## config.mk

```make
export PLATFORM = sky130hd
export DESIGN_NAME = count_display_driver
export DESIGN_NICKNAME = d
export VERILOG_FILES = /design/src/rtl/count_display_driver.sv
export SDC_FILE = /design/constraint.sdc
export NUM_CORES = 1
export LEC_CHECK = 0
export BUFFER_PORTS_ARGS = -buffer_cell sky130_fd_sc_hd__buf_2
export CORE_MARGIN = 2
export CORE_UTILIZATION = 35
export DETAILED_ROUTE_END_ITERATION = 10
export PLACE_DENSITY = 0.6
export SETUP_SLACK_MARGIN = 0.1
export SLEW_MARGIN = 30
export SYNTH_ARGS = -nofsm -noshare
export SYNTH_HDL_FRONTEND = slang
export SYNTH_SLANG_ARGS = --single-unit
```

## constraint.sdc

```tcl
create_clock -name clk -period 4.1 [get_ports clk]
set_input_delay 0 -clock clk [delete_from_list [all_inputs] [get_ports clk]]
set_output_delay 0 -clock clk [all_outputs]
set_load 0.005 [all_outputs]
```

## src/rtl/count_display_driver.sv

```systemverilog
// Display-side consumer of the two-phase counter: holds the last pre-finish count,
// tallies completed runs in saturating BCD, flags a frozen counter and drives a 2-digit 7-segment display.
module count_display_driver #(
    parameter int unsigned REFRESH_DIV = 4,
    parameter int unsigned STALL_CYC   = 64
) (
    input  logic       clk,
    input  logic       rst,
    input  logic [3:0] count_in,
    input  logic       finish_in,
    output logic [6:0] seg,
    output logic [1:0] an,
    output logic       done_pulse,
    output logic [7:0] run_bcd,
    output logic       stalled
);

    typedef enum logic {
        DIGIT0 = 1'b0,
        DIGIT1 = 1'b1
    } digit_t;

    localparam logic [15:0] REF_LAST  = 16'(REFRESH_DIV - 1);
    localparam logic [15:0] STALL_MAX = 16'(STALL_CYC);

    logic [3:0]  count_q;
    logic [3:0]  count_prev;
    logic        finish_q;
    logic        finish_d;
    logic [3:0]  hold_val;
    logic [15:0] ref_cnt;
    logic [15:0] stall_cnt;
    digit_t      sel;

    logic        finish_rise;
    logic [7:0]  run_next;
    logic [15:0] ref_next;
    digit_t      sel_next;
    logic [15:0] stall_next;
    logic [3:0]  shown_val;
    logic [6:0]  seg_next;
    logic [1:0]  an_next;

    function automatic logic [6:0] seg_decode(input logic [3:0] v);
        logic [6:0] s;
        case (v)
            4'h0:    s = 7'b1000000;
            4'h1:    s = 7'b1111001;
            4'h2:    s = 7'b0100100;
            4'h3:    s = 7'b0110000;
            4'h4:    s = 7'b0011001;
            4'h5:    s = 7'b0010010;
            4'h6:    s = 7'b0000010;
            4'h7:    s = 7'b1111000;
            4'h8:    s = 7'b0000000;
            4'h9:    s = 7'b0010000;
            4'hA:    s = 7'b0001000;
            4'hB:    s = 7'b0000011;
            4'hC:    s = 7'b1000110;
            4'hD:    s = 7'b0100001;
            4'hE:    s = 7'b0000110;
            default: s = 7'b0001110;
        endcase
        return s;
    endfunction

    assign finish_rise = finish_q & ~finish_d;

    // Saturating two-digit BCD increment, applied on the same edge that raises done_pulse.
    always_comb begin
        run_next = run_bcd;
        if (finish_rise && run_bcd != 8'h99) begin
            if (run_bcd[3:0] == 4'd9) begin
                run_next = {run_bcd[7:4] + 4'd1, 4'd0};
            end else begin
                run_next = {run_bcd[7:4], run_bcd[3:0] + 4'd1};
            end
        end
    end

    always_comb begin
        ref_next = ref_cnt + 16'd1;
        sel_next = sel;
        if (ref_cnt >= REF_LAST) begin
            ref_next = 16'd0;
            sel_next = (sel == DIGIT0) ? DIGIT1 : DIGIT0;
        end
    end

    // The stall tally restarts whenever the count moves or the counter reports finished.
    always_comb begin
        stall_next = stall_cnt;
        if (finish_q || count_q != count_prev) begin
            stall_next = 16'd0;
        end else if (stall_cnt < STALL_MAX) begin
            stall_next = stall_cnt + 16'd1;
        end
    end

    // seg and an are computed from the upcoming select so both flip on the same edge.
    always_comb begin
        shown_val = hold_val;
        an_next   = 2'b10;
        if (sel_next == DIGIT1) begin
            shown_val = run_bcd[3:0];
            an_next   = 2'b01;
        end
        seg_next = seg_decode(shown_val);
    end

    always_ff @(posedge clk) begin
        if (rst) begin
            count_q    <= 4'd0;
            count_prev <= 4'd0;
            finish_q   <= 1'b0;
            finish_d   <= 1'b0;
            hold_val   <= 4'd0;
            done_pulse <= 1'b0;
            run_bcd    <= 8'h00;
            ref_cnt    <= 16'd0;
            sel        <= DIGIT0;
            stall_cnt  <= 16'd0;
            stalled    <= 1'b0;
            seg        <= 7'b1111111;
            an         <= 2'b10;
        end else begin
            count_q    <= count_in;
            count_prev <= count_q;
            finish_q   <= finish_in;
            finish_d   <= finish_q;
            if (!finish_q) begin
                hold_val <= count_q;
            end
            done_pulse <= finish_rise;
            run_bcd    <= run_next;
            ref_cnt    <= ref_next;
            sel        <= sel_next;
            stall_cnt  <= stall_next;
            stalled    <= (stall_next == STALL_MAX) & ~finish_q;
            seg        <= seg_next;
            an         <= an_next;
        end
    end

endmodule

```

Word level (Yosys, flattened, before mapping) --
Memory sizes are Yosys's and may differ from the RTL's. A register that Yosys moved wholly into a read port is not among the register bits. Cells that the tools add are included.
Cells by class: divide/modulo/power cells 0, equal/unequal tests 4, mux-type cells 7, shifts and indexed selects 0, $add $sub $neg 4, reduce and logical (&&, ||, !) cells 4, magnitude comparators 2, bitwise operators 4, multiply operators 0
Operators by type and width (count):
- adder 16 x 1 -> 16 bit (second input constant) | 2
- 2-to-1 mux 16 bit | 2
- == test 16 x 7 -> 1 bit (second input constant) | 1
- greater-or-equal comparator 16 x 2 -> 1 bit (second input constant) | 1
- < comparator 16 x 7 -> 1 bit (second input constant) | 1
- adder 4 x 1 -> 4 bit (second input constant) | 2
- 2-to-1 mux 4 bit | 2
- inequality test 8 bit (second input constant) | 1
- == test 4 bit (second input constant) | 1
- inequality test 4 bit | 1
- bitwise AND 1 bit | 2
- 2-to-1 mux 1 bit | 2
- 2-to-1 mux 2 bit | 1
- NOT 1 bit | 2
- AND reduction 2 bit | 1
- OR reduction 2 bit | 1
- logical AND 1 bit | 1
- logical OR 1 bit | 1
Storage, ports and cells: memories 1, output and inout bits 19, bits in latches 0, ROM bits 112, bits of input ports 7, bits in writable memories 0, bits in registers 59
Memory list:
- (no name shown) | depth 16, width 7, read ports 1, clocked after Yosys merged registers in 1, wr ports 0, line 46 | case (v)

Longest topological paths before layout --
depth in word-level cells 5, gate-level depth with buffers 14, depth with buffers taken out 13

Worst setup path after synthesis --
Ideal clock, no wire load.
path kind register -> register, start register ref_cnt[0], end register seg[3], period minus slack after synthesis 3.040 ns, buffers on the path 1, arrival time 2.906 ns, setup slack 1.060 ns, cell stages (with the launch flop) 15, cells stage by stage dfxtp_1 -> ha_1 -> nor4_4 -> nand4_4 -> xor2_1 -> clkbuf_1 -> nand2_1 -> and2_1 -> ha_1 -> inv_1 -> mux2i_1 -> nand2_1 -> mux2_2 -> o22ai_1 -> a22oi_1
On the way: word-level cells in the longest chain between the ends 3
Ends and longest elaborated chain:
- from (decl) | line 31 | logic [15:0] ref_cnt;
- from (signal assigned) | line 136 | ref_cnt <= ref_next;
- greater-or-equal comparator 16 x 2 -> 1 bit | line 84 | if (ref_cnt >= REF_LAST) begin
- 2-to-1 mux 1 bit | line 84
- 2-to-1 mux 4 bit | line 104 | if (sel_next == DIGIT1) begin
- to (decl) | line 11 | output logic [6:0] seg,
Every way passes these cells. A chain may end at the register's enable or synchronous reset.

Worst setup path in the final report --
Ends and elaborated chain as after synthesis.

==> results.sh <==
export IMPL_track_usage_pct=13.0
export IMPL_synth_cell_type_count=46
export IMPL_grt_overflow=0
export IMPL_syn_area_per_cell_sq_um=9.95
export IMPL_grt_pass1_vias=1809
export IMPL_core_sq_mm=0.00733
export IMPL_viasPerCell=4.69
export IMPL_setup_ws_ns=1.07
export IMPL_ioPinCount=26
export IMPL_io_buffer_count=25
export IMPL_timing_max_cap_violations=0
export IMPL_preCtsSetupSlack_ns=1.07
export IMPL_fin_nets=328
export IMPL_drive_above_1_share_pct=15.8
export IMPL_final_cell_mix="65 x dfxtp_1, 28 x nor2_1, 25 x buf_2"
export IMPL_ff_latch_area_sq_mm=0.00130
export IMPL_dpl_hpwl_mm=3.49
export IMPL_crit_buf_inv=1
export IMPL_min_period_over_period_pct=73.8
export IMPL_p_sw_mw=0.290
export IMPL_ys_flop_type="dfxtp_1"
export IMPL_rsz0062_at_grt="no"
export IMPL_status="finished clean"
export IMPL_hold_class="in2reg"
export IMPL_max_vdd_ir_drop_uv=208
export IMPL_drv_slew=0
export IMPL_clockBufferDepth=2
export IMPL_max_freq_ghz=0.330
export IMPL_cts_buffers=9
export IMPL_dieArea_sq_mm=0.00836
export IMPL_setup_tns_ns=0
export IMPL_antenna_found_initial=0
export IMPL_drtIter0Drc=142
export IMPL_fin_crit_ns=3.03
export IMPL_syn_to_final_growth_pct=19.6
export IMPL_htreeDepth=3
export IMPL_p_seq_share_pct=49.6
export IMPL_seq_area_frac_synth_pct=48.6
export IMPL_finalPower_mw=1.36
export IMPL_cts_sinks=65
export IMPL_cts_root_buffer="clkbuf_8"
export IMPL_worstPathCellList="ha_1 > nor4_4 > nand4_4 > xnor2_2 > nand2_1 > and2_1 > ha_1 > inv_1 > mux2i_1 > nand2_1 > mux2_2 > o22ai_1 > a22oi_1"
export IMPL_routabilityCongestion=0.881
export IMPL_synth_edf_count=0
export IMPL_power_density_mw_per_mm2=425
export IMPL_worst_setup_path_type="reg2reg"
export IMPL_multi_input_area_sq_mm=0.00134
export IMPL_cpPeakStageDelay_ns=0.48
export IMPL_ys_seq_elements=65
export IMPL_postRouteAntennaNets=0
export IMPL_cts_resized=0
export IMPL_start_kind="flop"
export IMPL_synth_top_family_by_area="simple AND/OR/NAND/NOR gates"
export IMPL_synthCells=269
export IMPL_fin_util_pct=43.7
export IMPL_path_clk_slew_ns=0.07
export IMPL_worst_pin_slew_ns=0.589
export IMPL_setup_viol=0
export IMPL_nFillCells=714
export IMPL_syn_area_sq_mm=0.00268
export IMPL_ys_warn_count=0
export IMPL_path_delay_family="simple AND/OR/NAND/NOR gates"
export IMPL_muxShareOfSynthArea_pct=6.55
export IMPL_clkLatencyLatePin_ns=0.33
export IMPL_crit_fanout=10
export IMPL_synth_compound_area_share_pct=7.34
export IMPL_firstDrtPassIters=4
export IMPL_required_ns=4.30
export IMPL_final_common_cell="dfxtp_1"
export IMPL_p_int_mw=1.07
export IMPL_finalClockSkew_ns=0.00786
export IMPL_core_rowCount=31
export IMPL_wl_per_cell_microns=12.1
export IMPL_grt_pass1_wl_mm=8.58
export IMPL_crit_arrival_ns=3.23
export IMPL_antenna_cells=0
export IMPL_synth_simple_gate_area_share_pct=24.0
export IMPL_synthArstFlopShare_pct=0
export IMPL_synthXorXnorAreaFrac_pct=5.52
export IMPL_routed_wl_mm=5.02
export IMPL_final_hold_viol_count=0
export IMPL_combPwrFrac_pct=6.2
export IMPL_worst_setup_path_end_kind="flop"
export IMPL_via_count=1945
export IMPL_die_x_microns=91.4
export IMPL_chipHeight_microns=91.4
export IMPL_switching_share_pct=21.3
export IMPL_drc=0
export IMPL_p_clk_share_pct=44.3
export IMPL_relSlewSlack_pct=60.7
export IMPL_grt_max_degree=30
export IMPL_p_leak_nw=1.35
export IMPL_start_util_pct=36.5
export IMPL_synthAdderAreaFrac_pct=4.68
export IMPL_cts_tree="yes"
export IMPL_cpMaxStageDelayCell="xnor2_2"
## state kept, by name (all words and copies together), names as in the netlist
signal      cells
done_pulse      1
stall_cnt      16
stalled         1
finish_d        1
hold_val        4
finish_q        1
seg             7
ref_cnt        16
count_prev      4
run_bcd         8
count_q         4
an              2
## cells in the mapped netlist, drive strengths merged, types with 3 or more instances
| cell | number | area [sq um] |
|---|---|---|
| nand2 | 19 | 71.3 |
| nor3 | 6 | 30.0 |
| o22ai | 3 | 18.8 |
| nor2b | 17 | 106 |
| a21oi | 5 | 25.0 |
| dfxtp | 65 | 1300 |
| inv | 8 | 30.0 |
| nor4 | 4 | 76.3 |
| nand4 | 7 | 58.8 |
| buf | 3 | 16.3 |
| xnor2 | 7 | 68.8 |
| ha | 10 | 125 |
| clkbuf | 10 | 37.5 |
| xor2 | 9 | 78.8 |
| nand3 | 7 | 35.0 |
| mux2i | 14 | 153 |
| and2 | 15 | 93.8 |
| nor2 | 28 | 105 |
| o21ai | 7 | 35.0 |
## power groups by stage
stage | registers [mW] | clock network (mW) | logic, mW
final | 0.675 | 0.602 | 0.0843
after global routing | 0.677 | 0.646 | 0.0951
after CTS | 0.675 | 0.617 | 0.0851
after detailed placement | 0.689 | 0 | 0.0808
after global placement | 0.689 | 0 | 0.0791
after floorplan | 0.682 | 0 | 0.0600
## final timing paths
kind / from / to / slack (ns) / cells after the start
worst max register to register: ref_cnt[0]$_SDFF_PP0_ / seg[3]$_SDFF_PP1_ / 1.07 / 13
worst min-delay path: rst / hold_val[0]$_SDFFE_PP0N_ / 0.14 / 2
worst max-delay path: ref_cnt[0]$_SDFF_PP0_ / seg[3]$_SDFF_PP1_ / 1.07 / 13
worst min register to register: ref_cnt[0]$_SDFF_PP0_ / ref_cnt[0]$_SDFF_PP0_ / 0.43 / 1
## routing by layer
layer | vias up | share of wire, % | GRT usage, % | wire length (microns)
met1 | 907 | 48 | 16.9 | 2410
met3 | 8 | 6.9 | 6.06 | 347
met5 | - | 0 | 0 | 0
met4 | 0 | 1.7 | 4.17 | 83
met2 | 50 | 43 | 19.0 | 2180
li1 | 980 | - | - | -
## what timing repair did
action                    in CTS  in global routing
hold endpoints to repair       5                  0
buffers inserted               0                  0
hold buffers                   5                  0
## layout make-up
class	count	area share, %
clock buffers	14	5.08
clock inverters	2	1.88
inverters	8	0.938
multi-input cells	196	41.9
flip-flops and latches	65	40.7
well taps	99	3.87
repair buffers	31	5.71
## cells by family after synthesis
group                      count (synthesis)
AOI/OAI and AO/OA                         28
adders and majority gates                 10
xor gates and xnor gates                  16
other                                      1
buffers and inverters                     21
DFF                                       65
muxes                                     16
and+or+nand+nor                          112
## metrics by stage
stage          hold slack (ns)  instances  area (sq um)
3_3_place_gp             0.217        394          2930
6_report                 0.136        415          3200
4_1_cts                  0.138        415          3200
2_1_floorplan            0.128        282          2730
5_1_grt                  0.155        415          3200
3_5_place_dp             0.215        394          2930
Power figures use the tool's default switching activity.
